`config.mk`:
```
export PLATFORM = sky130hd
export DESIGN_NAME = lsu_ctrl
export DESIGN_NICKNAME = d
export VERILOG_FILES = /design/src/rtl/lsu_ctrl_pkg.sv /design/src/rtl/lsu_fmt.sv /design/src/rtl/lsu_ctrl.sv
export SDC_FILE = /design/constraint.sdc
export NUM_CORES = 1
export LEC_CHECK = 0
export ABC_CLOCK_PERIOD_IN_PS = 6900
export BUFFER_PORTS_ARGS = -buffer_cell sky130_fd_sc_hd__buf_2
export CAP_MARGIN = 30
export CORE_MARGIN = 2
export CORE_UTILIZATION = 25
export DETAILED_ROUTE_END_ITERATION = 8
export HOLD_SLACK_MARGIN = 0.1
export SLEW_MARGIN = 25
export SYNTH_ARGS = -nofsm -noshare
export SYNTH_HDL_FRONTEND = slang
export SYNTH_SLANG_ARGS = --single-unit
```
`constraint.sdc`:
```
create_clock -name i_clk -period 6.9 [get_ports i_clk]
set_clock_uncertainty 0.05 [all_clocks]
set_input_delay 1.38 -clock i_clk [delete_from_list [all_inputs] [get_ports i_clk]]
set_output_delay 1.38 -clock i_clk [all_outputs]
set_load 0.01 [all_outputs]
```
`src/rtl/lsu_ctrl_pkg.sv`:
```
// Shared definitions for the load/store unit: RV32 load/store funct3 codes,
// FSM state encoding and the native CPU data width.
package lsu_ctrl_pkg;

    localparam int CPU_WIDTH = 32;

    localparam logic [2:0] F3_LB  = 3'd0;
    localparam logic [2:0] F3_LH  = 3'd1;
    localparam logic [2:0] F3_LW  = 3'd2;
    localparam logic [2:0] F3_LBU = 3'd4;
    localparam logic [2:0] F3_LHU = 3'd5;
    localparam logic [2:0] F3_SB  = 3'd0;
    localparam logic [2:0] F3_SH  = 3'd1;
    localparam logic [2:0] F3_SW  = 3'd2;

    typedef enum logic [1:0] {
        LSU_IDLE = 2'd0,
        LSU_REQ  = 2'd1,
        LSU_RESP = 2'd2
    } lsu_state_t;

    // Access size codes used by the formatter.
    localparam logic [1:0] SZ_BYTE = 2'd0;
    localparam logic [1:0] SZ_HALF = 2'd1;
    localparam logic [1:0] SZ_WORD = 2'd2;

endpackage

```
`src/rtl/lsu_fmt.sv`:
```
// Combinational access formatter: legality/alignment check, store lane
// replication and byte enables, and load lane extraction with extension.
module lsu_fmt
    import lsu_ctrl_pkg::*;
#(
    parameter int DATA_W = CPU_WIDTH
) (
    input  logic              i_is_load,
    input  logic [2:0]        i_funct3,
    input  logic [1:0]        i_off,
    input  logic [DATA_W-1:0] i_wdata,
    input  logic [DATA_W-1:0] i_rdata,
    output logic              o_err,
    output logic [3:0]        o_wmask,
    output logic [DATA_W-1:0] o_wdata,
    output logic [DATA_W-1:0] o_rdata
);

    logic [DATA_W-1:0] w_shift;
    logic              w_legal;
    logic              w_misal;
    logic [1:0]        w_size;

    assign w_shift = i_rdata >> {i_off, 3'b000};

    always_comb begin
        w_legal = 1'b0;
        w_size  = SZ_BYTE;
        o_rdata = '0;
        if (i_is_load) begin
            case (i_funct3)
                F3_LB: begin
                    w_legal = 1'b1;
                    w_size  = SZ_BYTE;
                    o_rdata = {{24{w_shift[7]}}, w_shift[7:0]};
                end
                F3_LH: begin
                    w_legal = 1'b1;
                    w_size  = SZ_HALF;
                    o_rdata = {{16{w_shift[15]}}, w_shift[15:0]};
                end
                F3_LW: begin
                    w_legal = 1'b1;
                    w_size  = SZ_WORD;
                    o_rdata = i_rdata;
                end
                F3_LBU: begin
                    w_legal = 1'b1;
                    w_size  = SZ_BYTE;
                    o_rdata = {24'd0, w_shift[7:0]};
                end
                F3_LHU: begin
                    w_legal = 1'b1;
                    w_size  = SZ_HALF;
                    o_rdata = {16'd0, w_shift[15:0]};
                end
                default: w_legal = 1'b0;
            endcase
        end else begin
            case (i_funct3)
                F3_SB:   begin w_legal = 1'b1; w_size = SZ_BYTE; end
                F3_SH:   begin w_legal = 1'b1; w_size = SZ_HALF; end
                F3_SW:   begin w_legal = 1'b1; w_size = SZ_WORD; end
                default: w_legal = 1'b0;
            endcase
        end
    end

    assign w_misal = ((w_size == SZ_HALF) && i_off[0]) ||
                     ((w_size == SZ_WORD) && (i_off != 2'b00));
    assign o_err   = !w_legal || w_misal;

    // Stores replicate the datum across all lanes; the mask picks the live lane.
    always_comb begin
        o_wmask = 4'b0000;
        o_wdata = '0;
        if (!i_is_load) begin
            case (w_size)
                SZ_BYTE: begin
                    o_wmask = 4'b0001 << i_off;
                    o_wdata = {4{i_wdata[7:0]}};
                end
                SZ_HALF: begin
                    o_wmask = 4'b0011 << i_off;
                    o_wdata = {2{i_wdata[15:0]}};
                end
                default: begin
                    o_wmask = 4'hF;
                    o_wdata = i_wdata;
                end
            endcase
        end
    end

endmodule

```
`src/rtl/lsu_ctrl.sv`:
```
// Multi-cycle load/store unit: accepts one execute-stage request, runs a
// req/ack memory transaction and returns a one-cycle done pulse.
module lsu_ctrl
    import lsu_ctrl_pkg::*;
#(
    parameter int ADDR_W = 32,
    parameter int DATA_W = CPU_WIDTH
) (
    input  logic              i_clk,
    input  logic              i_rst,
    input  logic              i_valid,
    input  logic              i_lden,
    input  logic              i_sten,
    input  logic [2:0]        i_funct3,
    input  logic [ADDR_W-1:0] i_addr,
    input  logic [DATA_W-1:0] i_wdata,
    output logic              o_ready,
    output logic              o_done,
    output logic              o_err,
    output logic [DATA_W-1:0] o_rdata,
    output logic              o_mem_req,
    output logic              o_mem_we,
    output logic [ADDR_W-1:0] o_mem_addr,
    output logic [DATA_W-1:0] o_mem_wdata,
    output logic [3:0]        o_mem_wmask,
    input  logic              i_mem_ack,
    input  logic [DATA_W-1:0] i_mem_rdata
);

    lsu_state_t        r_state;
    logic              r_is_load;
    logic [2:0]        r_funct3;
    logic [1:0]        r_off;
    logic              r_ready;
    logic              r_done;
    logic              r_err;
    logic [DATA_W-1:0] r_rdata;
    logic              r_mem_req;
    logic              r_mem_we;
    logic [ADDR_W-1:0] r_mem_addr;
    logic [DATA_W-1:0] r_mem_wdata;
    logic [3:0]        r_mem_wmask;

    logic              w_idle;
    logic              w_accept;
    logic              w_sel_load;
    logic [2:0]        w_sel_funct3;
    logic [1:0]        w_sel_off;
    logic              w_fmt_err;
    logic [3:0]        w_fmt_wmask;
    logic [DATA_W-1:0] w_fmt_wdata;
    logic [DATA_W-1:0] w_fmt_rdata;

    assign w_idle   = (r_state == LSU_IDLE);
    assign w_accept = w_idle && i_valid && (i_lden ^ i_sten);

    // One formatter serves both phases: live request while idle, latched op afterwards.
    assign w_sel_load   = w_idle ? i_lden         : r_is_load;
    assign w_sel_funct3 = w_idle ? i_funct3       : r_funct3;
    assign w_sel_off    = w_idle ? i_addr[1:0]    : r_off;

    lsu_fmt #(
        .DATA_W (DATA_W)
    ) u_fmt (
        .i_is_load (w_sel_load),
        .i_funct3  (w_sel_funct3),
        .i_off     (w_sel_off),
        .i_wdata   (i_wdata),
        .i_rdata   (i_mem_rdata),
        .o_err     (w_fmt_err),
        .o_wmask   (w_fmt_wmask),
        .o_wdata   (w_fmt_wdata),
        .o_rdata   (w_fmt_rdata)
    );

    always_ff @(posedge i_clk or posedge i_rst) begin
        if (i_rst) begin
            r_state     <= LSU_IDLE;
            r_is_load   <= 1'b0;
            r_funct3    <= 3'd0;
            r_off       <= 2'd0;
            r_ready     <= 1'b1;
            r_done      <= 1'b0;
            r_err       <= 1'b0;
            r_rdata     <= '0;
            r_mem_req   <= 1'b0;
            r_mem_we    <= 1'b0;
            r_mem_addr  <= '0;
            r_mem_wdata <= '0;
            r_mem_wmask <= 4'b0000;
        end else begin
            case (r_state)
                LSU_IDLE: begin
                    if (w_accept) begin
                        r_is_load <= i_lden;
                        r_funct3  <= i_funct3;
                        r_off     <= i_addr[1:0];
                        r_ready   <= 1'b0;
                        if (w_fmt_err) begin
                            r_state <= LSU_RESP;
                            r_done  <= 1'b1;
                            r_err   <= 1'b1;
                        end else begin
                            r_state     <= LSU_REQ;
                            r_mem_req   <= 1'b1;
                            r_mem_we    <= i_sten;
                            r_mem_addr  <= {i_addr[ADDR_W-1:2], 2'b00};
                            r_mem_wdata <= w_fmt_wdata;
                            r_mem_wmask <= w_fmt_wmask;
                        end
                    end
                end
                LSU_REQ: begin
                    if (i_mem_ack) begin
                        r_state   <= LSU_RESP;
                        r_mem_req <= 1'b0;
                        r_done    <= 1'b1;
                        r_err     <= 1'b0;
                        if (r_is_load) begin
                            r_rdata <= w_fmt_rdata;
                        end
                    end
                end
                LSU_RESP: begin
                    r_state <= LSU_IDLE;
                    r_done  <= 1'b0;
                    r_err   <= 1'b0;
                    r_ready <= 1'b1;
                end
                default: begin
                    r_state   <= LSU_IDLE;
                    r_done    <= 1'b0;
                    r_err     <= 1'b0;
                    r_ready   <= 1'b1;
                    r_mem_req <= 1'b0;
                end
            endcase
        end
    end

    assign o_ready     = r_ready;
    assign o_done      = r_done;
    assign o_err       = r_err;
    assign o_rdata     = r_rdata;
    assign o_mem_req   = r_mem_req;
    assign o_mem_we    = r_mem_we;
    assign o_mem_addr  = r_mem_addr;
    assign o_mem_wdata = r_mem_wdata;
    assign o_mem_wmask = r_mem_wmask;

endmodule

```
==> metrics.cfg, run 1 <==
[sta]
rsz0062_at_grt=false
worst_slew_pin_slew_ns=0.878
min_period_ns=3.67
setup_viol=0
period_share_pct=53.2
fmax_mhz=272
drv_slew=0
relSlewSlack_pct=41.2
tns_ns=0
hold_viol_final=0

[cts]
htree_levels=3
clkTransAtPathRegs_ns=0.08
cts_tree=done
cts.repair.resized=0
cts_root_buf=clkbuf_16
cts.path.max_buffers=2
cts.hold.buffers_added=0
cts.sinks=111
cts_made_buffers=9
cts_setup_buffers=0
clk_latency_ns=0.35

[floorplan]
initial_core_util_pct=25.5
die_y_um=153
boundaryPins=210
num_rows=54
die_w_um=153
core_area_sq_um=21800
die-area_sq_um=23400

[finish]
area_delta_synth_final_pct=29.4
layout.nets=848
drive_above_1_share_pct=41.0
fillers=2267
seq_area_sq_um=2780
stdcell_count=1028
multi_input_area_sq_um=2590

[detailed_routing]
drc=0
wl_per_cell_um=17.0
first_iter_violations=260
dr_total_vias=4795
top_layer_used=met4
routed_via_density=4.66
wl_met1_um=7950
dr_wl_met2_um=8010
drt.antenna.violating_nets=0
drtPass1Iterations=5
routed_wl_um=17500
wl_met3_um=1140

[setup_path]
end_kind=flop
cp_data_required_time_ns=7.09
r2r_start=r_state[1]
startpoint_type=input pin
path_max_fanout=79
crit_start=i_funct3[1]
timing_worst_setup_path_type=input pin to flop
cp.arrival_ns=3.87

[synth]
yosysSeqAreaShare_pct=50.0
syn_inst=552
ys_ff_latch=111
avgSynthCellArea_sq_um=10.1
yosysTopAreaCell=dfrtp_1
ys.flop_type=dfrtp_1
synth_common_cells=dfrtp_1 (110), nand2_1 (92), a21oi_1 (79)
yosys_warnings=0
synth_edf_count=0
synth.most_common_cell=dfrtp_1
synth_top_area_share_pct=49.5
syn_area_sq_um=5560
yosys-top-cells-area=dfrtp_1 (50%), mux2_2 (7.3%), a21oi_1 (7.1%)
yosysUniqueCellTypes=51
postSynth.asyncResetShare_pct=100

[grt]
grt_pass1_vias=4855
antenna_found_initial=1
grt_util_all_layers_pct=14.9
overflow=0
grt_pass1_wl_um=27600
grt_max_degree=80

[power]
p_leak_nw=3.50
p_per_area_nw_per_um2=446
ir_drop_mv=0.185

[hold_path]
min_from=o_mem_wmask[3]
hold_path.class=flop to flop

[place]
gp_congestion=0.807
dp.final_hpwl_um=12600
io_buffers=207
place_inst=1010

[run_status]
outcome=complete, no violations

[flow_run]
max_cap_viol_count=0

==> area by class of cell <==
cell class / count / area share, %
tap: 280 / 4.87
sequential: 111 / 38.6
antenna: 1 / 0.0348
timing repair buffer: 218 / 15.9
inverter: 4 / 0.243
clock inverter: 5 / 0.939
clock buffer: 10 / 3.32
multi-input combinational: 399 / 36.0
==> worst paths after layout <==
check	end	slack, ns	cells after the start
max in group asynchronous	o_rdata[8]	4.83	3
max	o_mem_addr[13]	3.23	7
min in group asynchronous	o_mem_addr[2]	0.98	2
min reg2reg	o_mem_wmask[3]	0.43	2
max reg2reg	o_mem_addr[13]	3.47	7
min	o_mem_wmask[3]	0.43	2
==> per-stage QoR <==
| step | util, % | hold WS [ns] | power (mW) | setup WS (ns) | cell area, sq um |
|---|---|---|---|---|---|
| floorplan | - | 0.439 | 2.12 | 2.54 | 5560 |
| global placement | 31.3 | 0.407 | 2.63 | 2.89 | 6830 |
| detailed placement | 31.4 | 0.413 | 2.67 | 2.86 | 6850 |
| CTS | 32.8 | 0.434 | 3.24 | 3.24 | 7160 |
| global route | 33.0 | 0.457 | 3.45 | 3.07 | 7190 |
| finish | 33.0 | 0.428 | 3.21 | 3.23 | 7190 |
==> metal layers <==
metal	global-route usage [%]	vias to the layer above
met3	3.80	24
met5	0	-
met2	22.8	168
li1	-	2326
met4	5.07	0
met1	20.4	2277
==> power breakdown <==
group | internal [mW] | total (mW) | switching, mW
registers | 0.940 | 1.12 | 0.177
clock network | 0.295 | 0.554 | 0.260
logic | 0.642 | 1.54 | 0.895
==> cells in the final DEF, fill, tap and decap left out, types with 10 or more instances in the layout <==
cell type and instances:
buf_2 207, dfrtp_1 110, nand2_1 92, a21oi_1 79, nor2_1 38, o21ai_0 37, mux2_2 36, o31ai_1 24
nand3_1 12, mux2i_1 11, a21oi_4 10
==> worst max-delay path, stage by stage <==
cell	delay, ns
buf_2	0.11
or4b_1	0.53
o21ai_2	0.15
a21boi_1	0.18
o211ai_4	0.72
buf_12	0.40
mux2_2	0.37
==> state kept, by name, summed over array words and instances, names as in the netlist <==
name	count
o_done	1
o_err	1
o_mem_addr	30
o_mem_req	1
o_mem_wdata	32
o_mem_we	1
o_mem_wmask	4
o_rdata	32
o_ready	1
r_funct3	3
r_is_load	1
r_off	2
r_state	2
==> logic make-up after synthesis <==
group,Yosys count,synth area share (%)
other,1,0.0675
AOI/OAI and AO/OA,176,20.9
buffers and inverters,43,4.03
DFF,111,50.0
xor gates and xnor gates,1,0.158
and+or+nand+nor,161,12.3
muxes,59,12.5
No activity file was read; power rests on OpenSTA's default activity.
==> run 2, diff against run 1 <==
--- a/config.mk
+++ b/config.mk
@@ -5,7 +5,7 @@
 export SDC_FILE = /design/constraint.sdc
 export NUM_CORES = 1
 export LEC_CHECK = 0
-export ABC_CLOCK_PERIOD_IN_PS = 6900
+export ABC_CLOCK_PERIOD_IN_PS = 3300
 export BUFFER_PORTS_ARGS = -buffer_cell sky130_fd_sc_hd__buf_2
 export CAP_MARGIN = 30
 export CORE_MARGIN = 2
==> constraint.sdc (replaced) <==
create_clock -name i_clk -period 3.3 [get_ports i_clk]
set_clock_uncertainty 0.05 [all_clocks]
set_input_delay 0.66 -clock i_clk [delete_from_list [all_inputs] [get_ports i_clk]]
set_output_delay 0.66 -clock i_clk [all_outputs]
set_load 0.01 [all_outputs]
==> run 2 against run 1 <==
Net effect: final area is 0.80% higher; clock power is 110% higher; sequential power is 110% higher; sequential cell count stayed put; worst hold slack worse by 0.070 ns; largest power group unchanged.
==> metrics.cfg, run 2 (same netlist as run 1, synthesis figures left out) <==
[run_status]
outcome=complete, no violations

[finish]
seq_area_sq_um=2780  ; unchanged
area_delta_synth_final_pct=30.5
final_common_cell=buf_2
layout_common_cells=buf_2 (207), dfrtp_1 (110), nand2_1 (92)
multi_input_area_sq_um=2580  ; -0.48%
drive_above_1_share_pct=41.2  ; +0.20 points
fillers=2269  ; +0.088%
layout.nets=854  ; +0.71%
stdcell_count=1034  ; +0.58%

[sta]
fmax_mhz=357
relSlewSlack_pct=52.7  ; +12 points
setup_viol=0  ; unchanged
tns_ns=0  ; unchanged
drv_slew=0  ; unchanged
rsz0062_at_grt=false
period_share_pct=85.0
hold_viol_final=0  ; unchanged
worst_slew_pin_slew_ns=0.707  ; -0.170 ns
min_period_ns=2.80

[floorplan]
die_w_um=153  ; unchanged
initial_core_util_pct=25.5  ; unchanged
num_rows=54  ; unchanged
boundaryPins=210  ; unchanged
die_y_um=153  ; unchanged
die-area_sq_um=23400  ; unchanged
core_area_sq_um=21800  ; unchanged

[flow_run]
max_cap_viol_count=0  ; unchanged

[setup_path]
ff2ff_setup_slack_ns=0.50  ; -2.97 ns
path_max_fanout=17  ; -78%
path_cells=nor2_4 -> mux2_4 -> mux4_2 -> nand3_1 -> o21a_4 -> a21oi_1
r2r_start=r_state[1]
cp_data_required_time_ns=3.47  ; -3.62 ns
end_kind=flop
critical-path-max-stage-delay_ns=0.56  ; -0.16 ns
crit_slowest_cell=mux4_2
startpoint_type=flop
cp.arrival_ns=2.98  ; -0.89 ns
reg2reg_depth=6  ; -1
worstReg2RegEnd=o_rdata[19]
timing_worst_setup_path_type=flop to flop

[power]
p_sw_mw=2.78  ; +110%
total_power_mw=6.72  ; +110%
p_per_area_nw_per_um2=927  ; +110%
clkPwrFrac_pct=17.0  ; -0.3 points
seqPwrFrac_pct=34.7  ; about the same
ir_drop_mv=0.362  ; +95%
combPwrFrac_pct=48.3  ; +0.4 points
p_int_mw=3.95  ; +110%
switching_share_pct=41.3  ; -0.23 points
p_leak_nw=3.53  ; +0.89%

[cts]
cts_made_buffers=9  ; unchanged
cts_setup_buffers=0  ; unchanged
clkTransAtPathRegs_ns=0.08  ; about the same
cts.repair.resized=0  ; unchanged
cts_root_buf=clkbuf_16
cts.path.max_buffers=2  ; unchanged
clk_latency_ns=0.35  ; about the same
cts_tree=done
htree_levels=3  ; unchanged
cts.hold.buffers_added=0  ; unchanged
cts.sinks=111  ; unchanged

[hold_path]
hold_path.class=input pin to asynchronous set/reset pin

[detailed_routing]
dr_total_vias=4882  ; +1.8%
first_iter_violations=378  ; +45%
routed_wl_um=17300  ; -0.72%
drtPass1Iterations=4  ; -1
wl_per_cell_um=16.8  ; -1.3%
drc=0  ; unchanged
drt.antenna.violating_nets=0  ; unchanged
routed_via_density=4.72  ; +1.2%

[grt]
grt_max_degree=50  ; -38%
overflow=0  ; unchanged
grt_pass1_wl_um=27200  ; -1.6%
grt_pass1_vias=4730  ; -2.6%
grt_util_all_layers_pct=14.7  ; -0.21 points
antenna_found_initial=3  ; +2

[place]
place_inst=1018  ; +0.79%
dp.final_hpwl_um=12800  ; +1.4%
io_buffers=207  ; unchanged
gp_congestion=0.824  ; +2.1%

## run 2: worst max path at each step
stage / startpoint / to / slack, ns / cells after the start
2_1_floorplan: i_funct3[0] / o_mem_addr[2] / 0.89 / 7
3_3_place_gp: i_funct3[1] / o_mem_addr[18] / 0.57 / 7
3_5_place_dp: r_state[1] / o_rdata[19] / 0.51 / 6
4_1_cts: r_state[1] / o_rdata[19] / 0.49 / 6
5_1_grt: r_state[1] / o_rdata[17] / 0.37 / 6
6_report: r_state[1] / o_rdata[19] / 0.50 / 6
## run 2: area by class of cell
| type | instances | share of cell area (%) |
|---|---|---|
| clock inverter | 5 | 0.932 |
| inverter | 4 | 0.259 |
| clock buffer | 10 | 3.16 |
| timing repair buffer | 224 | 16.9 |
| tap | 280 | 4.83 |
| antenna | 1 | 0.0345 |
| sequential | 111 | 38.3 |
| multi-input combinational | 399 | 35.6 |
## run 2: power by group through the flow
stage	combinational [mW]	clock (mW)	sequential [mW]
2_1_floorplan	1.87	0	2.56
3_3_place_gp	3.23	0	2.35
3_5_place_dp	3.28	0	2.35
4_1_cts	3.28	1.19	2.34
5_1_grt	3.57	1.23	2.42
6_report	3.25	1.14	2.33
## run 2: per-stage QoR
| stage | util, % | worst slack [ns] | hold slack [ns] | area (sq um) |
|---|---|---|---|---|
| 2_1_floorplan | - | 0.890 | 0.439 | 5570 |
| 3_3_place_gp | 31.9 | 0.570 | 0.407 | 6950 |
| 3_5_place_dp | 31.9 | 0.508 | 0.415 | 6950 |
| 4_1_cts | 33.2 | 0.489 | 0.362 | 7250 |
| 5_1_grt | 33.2 | 0.370 | 0.399 | 7250 |
| 6_report | 33.2 | 0.496 | 0.358 | 7250 |
## run 2: layer usage
| metal | routed length, um | global-route usage, % |
|---|---|---|
| met1 | 8020 | 20.8 |
| met2 | 7560 | 21.1 |
| met3 | 1360 | 4.76 |
| met4 | 363 | 4.76 |
| met5 | 24 | 0 |
## run 2: critical path, delay by kind of cell, from the launching register on
family	cells	cell delay (ns)
mux	2	0.94
simple gates	2	0.61
flops	1	0.54
compound gates	2	0.53
